==> src/rtl/uart_rx.sv <==
// UART 8N1 receiver: 2-flop synchronised input, centre sampling from a falling-edge
// reference, stop-bit check, and a single-entry valid/ready output register.
module uart_rx #(
  parameter int unsigned CLK_DIV = 868,
  parameter int unsigned CNT_W   = 14
) (
  input  logic       clk,
  input  logic       rst,
  input  logic       rx,
  output logic [7:0] rx_data,
  output logic       rx_valid,
  input  logic       rx_ready,
  output logic       frame_err,
  output logic       overrun
);

  typedef enum logic [1:0] {IDLE, START, DATA, STOP} state_t;

  localparam logic [CNT_W-1:0] HALF_LAST = CNT_W'(CLK_DIV / 2 - 1);
  localparam logic [CNT_W-1:0] FULL_LAST = CNT_W'(CLK_DIV - 1);

  logic             rx_m, rx_s, rx_s_d, fall;
  state_t           state, state_n;
  logic [CNT_W-1:0] cnt, cnt_n;
  logic [2:0]       bit_idx, bit_idx_n;
  logic [7:0]       shreg, shreg_n;
  logic             done, done_n, ferr_p, ferr_p_n;

  always_ff @(posedge clk or negedge rst) begin
    if (!rst) begin
      rx_m   <= 1'b1;
      rx_s   <= 1'b1;
      rx_s_d <= 1'b1;
    end else begin
      rx_m   <= rx;
      rx_s   <= rx_m;
      rx_s_d <= rx_s;
    end
  end

  assign fall = rx_s_d & ~rx_s;

  always_ff @(posedge clk or negedge rst) begin
    if (!rst) begin
      state   <= IDLE;
      cnt     <= '0;
      bit_idx <= '0;
      shreg   <= '0;
      done    <= 1'b0;
      ferr_p  <= 1'b0;
    end else begin
      state   <= state_n;
      cnt     <= cnt_n;
      bit_idx <= bit_idx_n;
      shreg   <= shreg_n;
      done    <= done_n;
      ferr_p  <= ferr_p_n;
    end
  end

  // The stop sample returns to IDLE immediately so a start bit half a bit later is seen.
  always_comb begin
    state_n   = state;
    cnt_n     = cnt + CNT_W'(1);
    bit_idx_n = bit_idx;
    shreg_n   = shreg;
    done_n    = 1'b0;
    ferr_p_n  = 1'b0;
    case (state)
      IDLE: begin
        cnt_n = '0;
        if (fall) state_n = START;
      end
      START: begin
        if (cnt == HALF_LAST) begin
          cnt_n = '0;
          if (rx_s) begin
            state_n = IDLE;
          end else begin
            state_n   = DATA;
            bit_idx_n = '0;
          end
        end
      end
      DATA: begin
        if (cnt == FULL_LAST) begin
          cnt_n     = '0;
          shreg_n   = {rx_s, shreg[7:1]};
          bit_idx_n = bit_idx + 3'd1;
          if (bit_idx == 3'd7) state_n = STOP;
        end
      end
      STOP: begin
        if (cnt == FULL_LAST) begin
          cnt_n   = '0;
          state_n = IDLE;
          if (rx_s) done_n = 1'b1;
          else      ferr_p_n = 1'b1;
        end
      end
      default: state_n = IDLE;
    endcase
  end

  always_ff @(posedge clk or negedge rst) begin
    if (!rst) begin
      rx_data   <= '0;
      rx_valid  <= 1'b0;
      frame_err <= 1'b0;
      overrun   <= 1'b0;
    end else begin
      frame_err <= ferr_p;
      overrun   <= 1'b0;
      if (done) begin
        if (!rx_valid || rx_ready) begin
          rx_data  <= shreg;
          rx_valid <= 1'b1;
        end else begin
          overrun <= 1'b1;
        end
      end else if (rx_ready) begin
        rx_valid <= 1'b0;
      end
    end
  end

endmodule

==> config.mk <==
export PLATFORM = sky130hd
export DESIGN_NAME = uart_rx
export DESIGN_NICKNAME = d
export VERILOG_FILES = /design/src/rtl/uart_rx.sv
export SDC_FILE = /design/constraint.sdc
export NUM_CORES = 1
export LEC_CHECK = 0
export CORE_MARGIN = 2
export CORE_UTILIZATION = 64
export CTS_BUF_LIST = sky130_fd_sc_hd__clkbuf_8
export DETAILED_ROUTE_END_ITERATION = 7
export PLACE_DENSITY = 0.87
export SLEW_MARGIN = 20
export SYNTH_ARGS = -nofsm -noshare
export SYNTH_HDL_FRONTEND = slang
export SYNTH_SLANG_ARGS = --single-unit
==> constraint.sdc <==
create_clock -name clk -period 4.3 [get_ports clk]
set_clock_uncertainty 0.2 [all_clocks]
set_input_delay 0.645 -clock clk [delete_from_list [all_inputs] [get_ports clk]]
set_output_delay 0.645 -clock clk [all_outputs]
set_load 0.03 [all_outputs]
==> results of run 1 <==
cells in the final DEF, fill, tap and decap left out, types with 3 or more instances in the layout:
master,Yosys,final
clkbuf_8,0,5
inv_1,5,6
nor2b_1,3,3
mux2_2,16,16
ha_1,4,4
dfrtp_1,40,40
nor3_1,4,4
nand2_1,10,10
nand4_1,5,5
xnor2_1,11,11
nand3_1,4,4
dfstp_2,3,3
clkdlybuf4s50_1,0,13
nor2_1,21,21
registers in the layout (all words and copies together) (netlist names), named ones only:
register,count
state,1
rx_s,1
rx_data,8
done,1
frame_err,1
rx_s_d,1
overrun,1
rx_valid,1
shreg,8
bit_idx,3
ferr_p,1
cnt,14
rx_m,1
how the worst max path moves through the flow:
stage                 end  cells past startpoint
2_1_floorplan  bit_idx[2]                      6
3_3_place_gp       cnt[5]                      4
3_5_place_dp       cnt[5]                      4
4_1_cts            cnt[5]                      4
5_1_grt            cnt[5]                      4
6_report           cnt[5]                      6
layer usage:
| layer | up-vias | track usage (%) |
|---|---|---|
| met5 | - | 0 |
| met4 | 0 | 8.970 |
| met3 | 14 | 6.473 |
| met2 | 36 | 39.77 |
| met1 | 625 | 29.25 |
| li1 | 566 | - |
worst max-delay path, stage by stage, from the launching register on:
cell and delay, ns:
dfrtp_1 0.41, inv_1 0.07, ha_1 0.13, nor3b_1 0.29, nand4_1 0.20, a22oi_1 0.86, nor2_1 0.14
metrics by stage:
stage	instances	hold slack (ns)
finish	202	0.1585
global route	202	0.1658
CTS	202	0.1530
detailed placement	194	0.1365
global placement	194	0.1327
floorplan	153	0.1312
layout make-up:
class,instances,area share (%)
Clock inverter,3,0.7775
Timing Repair Buffer,14,6.459
Sequential cell,43,51.61
Clock buffer,5,3.289
Inverter,5,0.8971
Tap cell,31,1.854
Multi-Input combinational cell,101,35.11
power groups by stage:
stage	sequential, uW	combinational (uW)	clock, uW
after CTS	467	100	247
after detailed placement	475	98.6	0
after global routing	474	113	261
after global placement	470	92.8	0
final	468	98.6	239
after floorplan	465	74.3	0
kinds of logic (layout without fill, tap and decap cells):
| group | after synthesis | count (layout) | share of synthesized area, % |
|---|---|---|---|
| compound gates | 7 | 7 | 3.043 |
| xor+xnor | 12 | 12 | 5.679 |
| fa+ha+maj | 4 | 4 | 2.705 |
| buf+inv | 9 | 27 | 1.961 |
| flops | 43 | 43 | 58.35 |
| mux | 16 | 16 | 9.736 |
| simple gates | 62 | 62 | 18.53 |
==> qor.yml, run 1 <==
worst_setup_path:
  rrSetupSlack_ns: 1.84
  cp-start-kind: "register"
  criticalPathCategory: "register to register"
  cp.arrival_ns: 2.39
  r2r_start: "cnt[1]"
  worst_setup_path_end_kind: "register"
  cp_max_fo: 14
  reg2reg_depth: 6
  cp-startpoint: "cnt[1]"
  r2r-end: "cnt[5]"
  critPathRequiredTime_ns: 4.23
detailed_routing:
  vias: 1241
  drtIter0Drc: 45
  wl_per_cell_microns: 16.70
  routed_wl_mm: 3.374
  routed_via_density: 6.144
  wl_met1_mm: 1.339
  maxUsedRoutingLayer: "met4"
  wl_met3_microns: 137
  wl_met2_mm: 1.823
  dr.pass1.iters: 6
  ant_nets: 0
  drc: 0
logic_synthesis:
  yosysTopAreaCell: "dfrtp_1"
  netlist.area_leader.share_pct: 54.09
  syn_nets: 161
  syn-instance-count: 153
  synth_seq_cells: 43
  synthTopCellsByArea: "dfrtp_1 54%, mux2_2 9.7%, xnor2_1 5.2%"
  netlist_top_cells_count: "40 x dfrtp_1, 21 x nor2_1, 16 x mux2_2"
  yosys_warnings: 0
  synthDistinctLibCells: 32
  synth.avg_cell_area_sq_um: 12.09
  async_flop_share_pct: 100.0
  synth_edf_count: 0
  yosysMostFrequentCell: "dfrtp_1"
  yosysSeqAreaShare_pct: 58.35
  netlist_area_sq_um: 1851
  ys.flop_type: "dfrtp_1"
sta:
  fmax_ghz: 0.4071
  period_minus_slack_ns: 2.457
  finalHoldViolations: 0
  finalCritPeriodShare_pct: 57.13
  slew_viol_final: 0
  max_slew.worst_pin.slew_ns: 1.032
  setup_tns_ns: 0
  setup_viol: 0
  max_slew_margin_pct: 31.20
  fin_ws_ns: 1.843
  rsz0062_at_grt: "no"
power_and_ir_drop:
  p_leak_uw: 0.0009583
  switching_share_pct: 27.21
  combPwrFrac_pct: 12.2
  peakVddDrop_mv: 0.4079
  p_switching_uw: 219.4
  pwr-share-clk_pct: 29.7
  p_seq_share_pct: 58.1
  p_int_uw: 586.9
  power_density_nw_per_um2: 385.4
  power.total_uw: 806.3
floorplanning:
  core_area_sq_um: 2758
  die_w_microns: 57.77
  placementRows: 19
  fp.dieH_microns: 57.77
  die-area_sq_um: 3337
  initial_utilization_pct: 67.11
  ioPinCount: 15
placed_design:
  post-place-ws_ns: 1.833
  gp_congestion: 0.7946
  dpl.hpwl_mm: 2.362
  portBuffers: 14
  post_dp_cell_area_sq_um: 2007
layout:
  final_nets: 178
  fin_area_sq_um: 2092
  fillers: 197
  syn_to_final_growth_pct: 13.05
  diodes: 0
  final_core_util_pct: 75.86
  multi_input_area_sq_um: 734.5
  seq_area_sq_um: 1080
  drive_above_1_share_pct: 18.71
worst_hold_path:
  min_path_type: "register to register"
  holdPathEnd: "frame_err"
  holdPathStages: 0
  hp-start: "ferr_p"
clock_network:
  holdBufCountCts: 0
  cts.sinks: 43
  htreeDepth: 2
  clk_pin_slew_ns: 0.08
  cts_resized: 0
  clockRootBuffer: "clkbuf_8"
  clock_latency_ns: 0.29
  post_cts_buffers: 0
  numCtsBuffers: 5
  cts_tree: "done"
  cts_buffer_depth: 2
global_route:
  gr-total-overflow: 0
  grt_max_degree: 44
  antenna_found_initial: 0
  grt_pass1_wl_mm: 5.878
  grtUsageTotal_pct: 23.64
  grt_pass1_vias: 1258
status:
  outcome: "finished clean"
job:
  drv_cap: 0
Power figures use the tool's default switching activity.
==> run 2: changes to the inputs <==
--- a/config.mk
+++ b/config.mk
@@ -6,10 +6,10 @@
 export NUM_CORES = 1
 export LEC_CHECK = 0
 export CORE_MARGIN = 2
-export CORE_UTILIZATION = 64
+export CORE_UTILIZATION = 59
 export CTS_BUF_LIST = sky130_fd_sc_hd__clkbuf_8
 export DETAILED_ROUTE_END_ITERATION = 7
-export PLACE_DENSITY = 0.87
+export PLACE_DENSITY = 0.81
 export SLEW_MARGIN = 20
 export SYNTH_ARGS = -nofsm -noshare
 export SYNTH_HDL_FRONTEND = slang
==> constraint.sdc (replaced) <==
create_clock -name clk -period 2.4 [get_ports clk]
set_clock_uncertainty 0.2 [all_clocks]
set_input_delay 0.36 -clock clk [delete_from_list [all_inputs] [get_ports clk]]
set_output_delay 0.36 -clock clk [all_outputs]
set_load 0.03 [all_outputs]
==> run 2 against run 1 <==
Net effect:
- wire length decreased by 5.4%
- die area increased by 7.9%
- worst setup slack lost 1.6 ns
- critical path type unchanged
- worst hold slack got worse by 0.0076 ns
- critical endpoint is now bit_idx[1]
- count of clock-buffer cells in the layout increased by 1
==> qor.yml, run 2 (same netlist as run 1, synthesis figures left out) <==
detailed_routing:
  vias: 1217  # -1.9%
  drc: 0  # unchanged
  drtIter0Drc: 28  # -38%
  routed_wl_mm: 3.193  # -5.4%
  ant_nets: 0  # unchanged
  wl_per_cell_microns: 14.58  # -13%
  routed_via_density: 5.557  # -9.5%
  dr.pass1.iters: 5  # -1
clock_network:
  cts_resized: 0  # unchanged
  htreeDepth: 2  # unchanged
  post_cts_buffers: 0  # unchanged
  clk_pin_slew_ns: 0.08  # about the same
  numCtsBuffers: 5  # unchanged
  clock_latency_ns: 0.29  # about the same
  cts_buffer_depth: 2  # unchanged
  holdBufCountCts: 1  # +1
  clockRootBuffer: "clkbuf_8"
  cts.sinks: 43  # unchanged
  cts_tree: "done"
global_route:
  gr-total-overflow: 0  # unchanged
  antenna_found_initial: 0  # unchanged
  grt_pass1_wl_mm: 5.727  # -2.6%
  grt_max_degree: 19  # -57%
  grt_pass1_vias: 1254  # -0.32%
  grtUsageTotal_pct: 22.28  # -1.4 points
power_and_ir_drop:
  power_density_nw_per_um2: 729.9  # +89%
  peakVddDrop_mv: 0.5327  # +31%
  p_leak_uw: 0.0009932  # +3.6%
sta:
  setup_tns_ns: 0  # unchanged
  max_slew.worst_pin.slew_ns: 0.3781  # -0.6540 ns
  finalCritPeriodShare_pct: 88.54  # +31 points
  fmax_ghz: 0.4706  # +16%
  setup_viol: 0  # unchanged
  timing.hold.ws_ns: 0.1509  # -0.007646 ns
  max_slew_margin_pct: 74.79  # +44 points
  slew_viol_final: 0  # unchanged
  rsz0062_at_grt: "no"
  period_minus_slack_ns: 2.125  # -0.3317 ns
  finalHoldViolations: 0  # unchanged
worst_setup_path:
  cp_slowest_stage_delay_ns: 0.53  # -0.33 ns
  endpoint: "bit_idx[1]"
  rrSetupSlack_ns: 0.28  # -1.57 ns
  cp_top_family: "simple AND/OR/NAND/NOR gates"
  worst_setup_path_end_kind: "register"
  path_cells: "inv_1 > ha_1 > nor3b_1 > nand4_1 > or4_4 > a32o_1"
  r2r_start: "cnt[1]"
  cp-start-kind: "register"
  reg2reg_depth: 6  # unchanged
  cp-startpoint: "cnt[1]"
  path_depth: 6  # unchanged
  r2r-end: "bit_idx[1]"
  cp_slowest_cell: "or4_4"
  cp_max_fo: 4  # -10
  cp.arrival_ns: 2.11  # -0.28 ns
  cp_num_buf_inv: 1  # unchanged
  criticalPathCategory: "register to register"
  critPathRequiredTime_ns: 2.38  # -1.85 ns
job:
  drv_cap: 0  # unchanged
status:
  outcome: "finished clean"
layout:
  final_nets: 182  # +2.2%
  regMostFlops: "cnt"
  drive_above_1_share_pct: 20.57  # +1.9 points
  final_cell_mix: "40 x dfrtp_1, 21 x nor2_1, 16 x mux2_2, 13 x clkdlybuf4s50_1, 11 x xnor2_1"
  reg.largest.list: "cnt: 14 flops, rx_data: 8 flops, shreg: 8 flops"
  largest_reg_flops: 14  # unchanged
  diodes: 0  # unchanged
  fillers: 217  # +10%
  syn_to_final_growth_pct: 17.44
  final_common_cell: "dfrtp_1"
floorplanning:
  initial_utilization_pct: 61.12  # -6.0 points
  ioPinCount: 15  # unchanged
  core_area_sq_um: 3028  # +9.8%
  die_w_microns: 60.01  # +3.9%
  placementRows: 20  # +1
  fp.dieH_microns: 60.01  # +3.9%
  die-area_sq_um: 3601  # +7.9%
placed_design:
  gp_congestion: 0.8524  # +7.3%
  portBuffers: 14  # unchanged
  dpl.hpwl_mm: 2.334  # -1.2%
worst_hold_path:
  min_path_type: "register to register"
-- run 2: cell types whose count changed in the layout (fill, tap and decap cells not counted) --
cell / before / now
buf_4: 0 / 3
bufinv_16: 0 / 1
clkbuf_8: 5 / 6
clkinvlp_4: 1 / 0
dlygate4sd3_1: 0 / 1
inv_1: 6 / 5
-- run 2: cell type report --
cell class | instances | area [sq um] | area share (%)
Inverter | 5 | 18.77 | 0.8636
Clock buffer | 6 | 82.58 | 3.800
Tap cell | 44 | 55.05 | 2.533
Multi-Input combinational cell | 101 | 734.5 | 33.79
Timing Repair Buffer | 18 | 167.7 | 7.714
Sequential cell | 43 | 1080 | 49.68
Clock inverter | 2 | 35.03 | 1.612
-- run 2: power breakdown --
group / internal, uW / switching (uW) / total (uW)
combinational: 86.6 / 97.3 / 184
sequential: 772 / 62.0 / 834
clock: 336 / 232 / 569
-- run 2: metrics by stage --
stage / std cells / cell area (sq um) / total power, uW / utilization [%] / setup slack (ns)
final: 219 / 2173 / 1586 / 71.78 / 0.2751
after CTS: 219 / 2173 / 1605 / 71.78 / 0.2859
after global routing: 219 / 2173 / 1680 / 71.78 / 0.1546
after floorplan: 153 / 1851 / 967.0 / - / 0.4360
after detailed placement: 210 / 2046 / 1029 / 67.56 / 0.3196
after global placement: 210 / 2046 / 1011 / 67.56 / 0.3808
-- run 2: worst min-delay path by stage --
stage                       from                         end  slack (ns)  cells past startpoint
final                     ferr_p                   frame_err        0.15                      0
after global routing      ferr_p                   frame_err        0.16                      0
after CTS                 ferr_p                   frame_err        0.15                      0
after detailed placement     rst                  rx_data[7]        0.09                      1
after global placement       rst                  rx_data[7]        0.09                      1
after floorplan              rst  asynchronous set/reset pin       -0.14                      0
-- run 2: worst reg2reg max path, cell delays in order (launching register included) --
cell and delay, ns:
dfrtp_1 0.41, inv_1 0.09, ha_1 0.13, nor3b_1 0.25
nand4_1 0.13, or4_4 0.53, a32o_1 0.28
-- run 2: metal layers --
metal | part of all wire, % | global-route usage [%]
met5 | 0 | 0
met4 | 2.2 | 10.16
met3 | 3.4 | 5.844
met2 | 53 | 37.89
met1 | 41 | 26.26
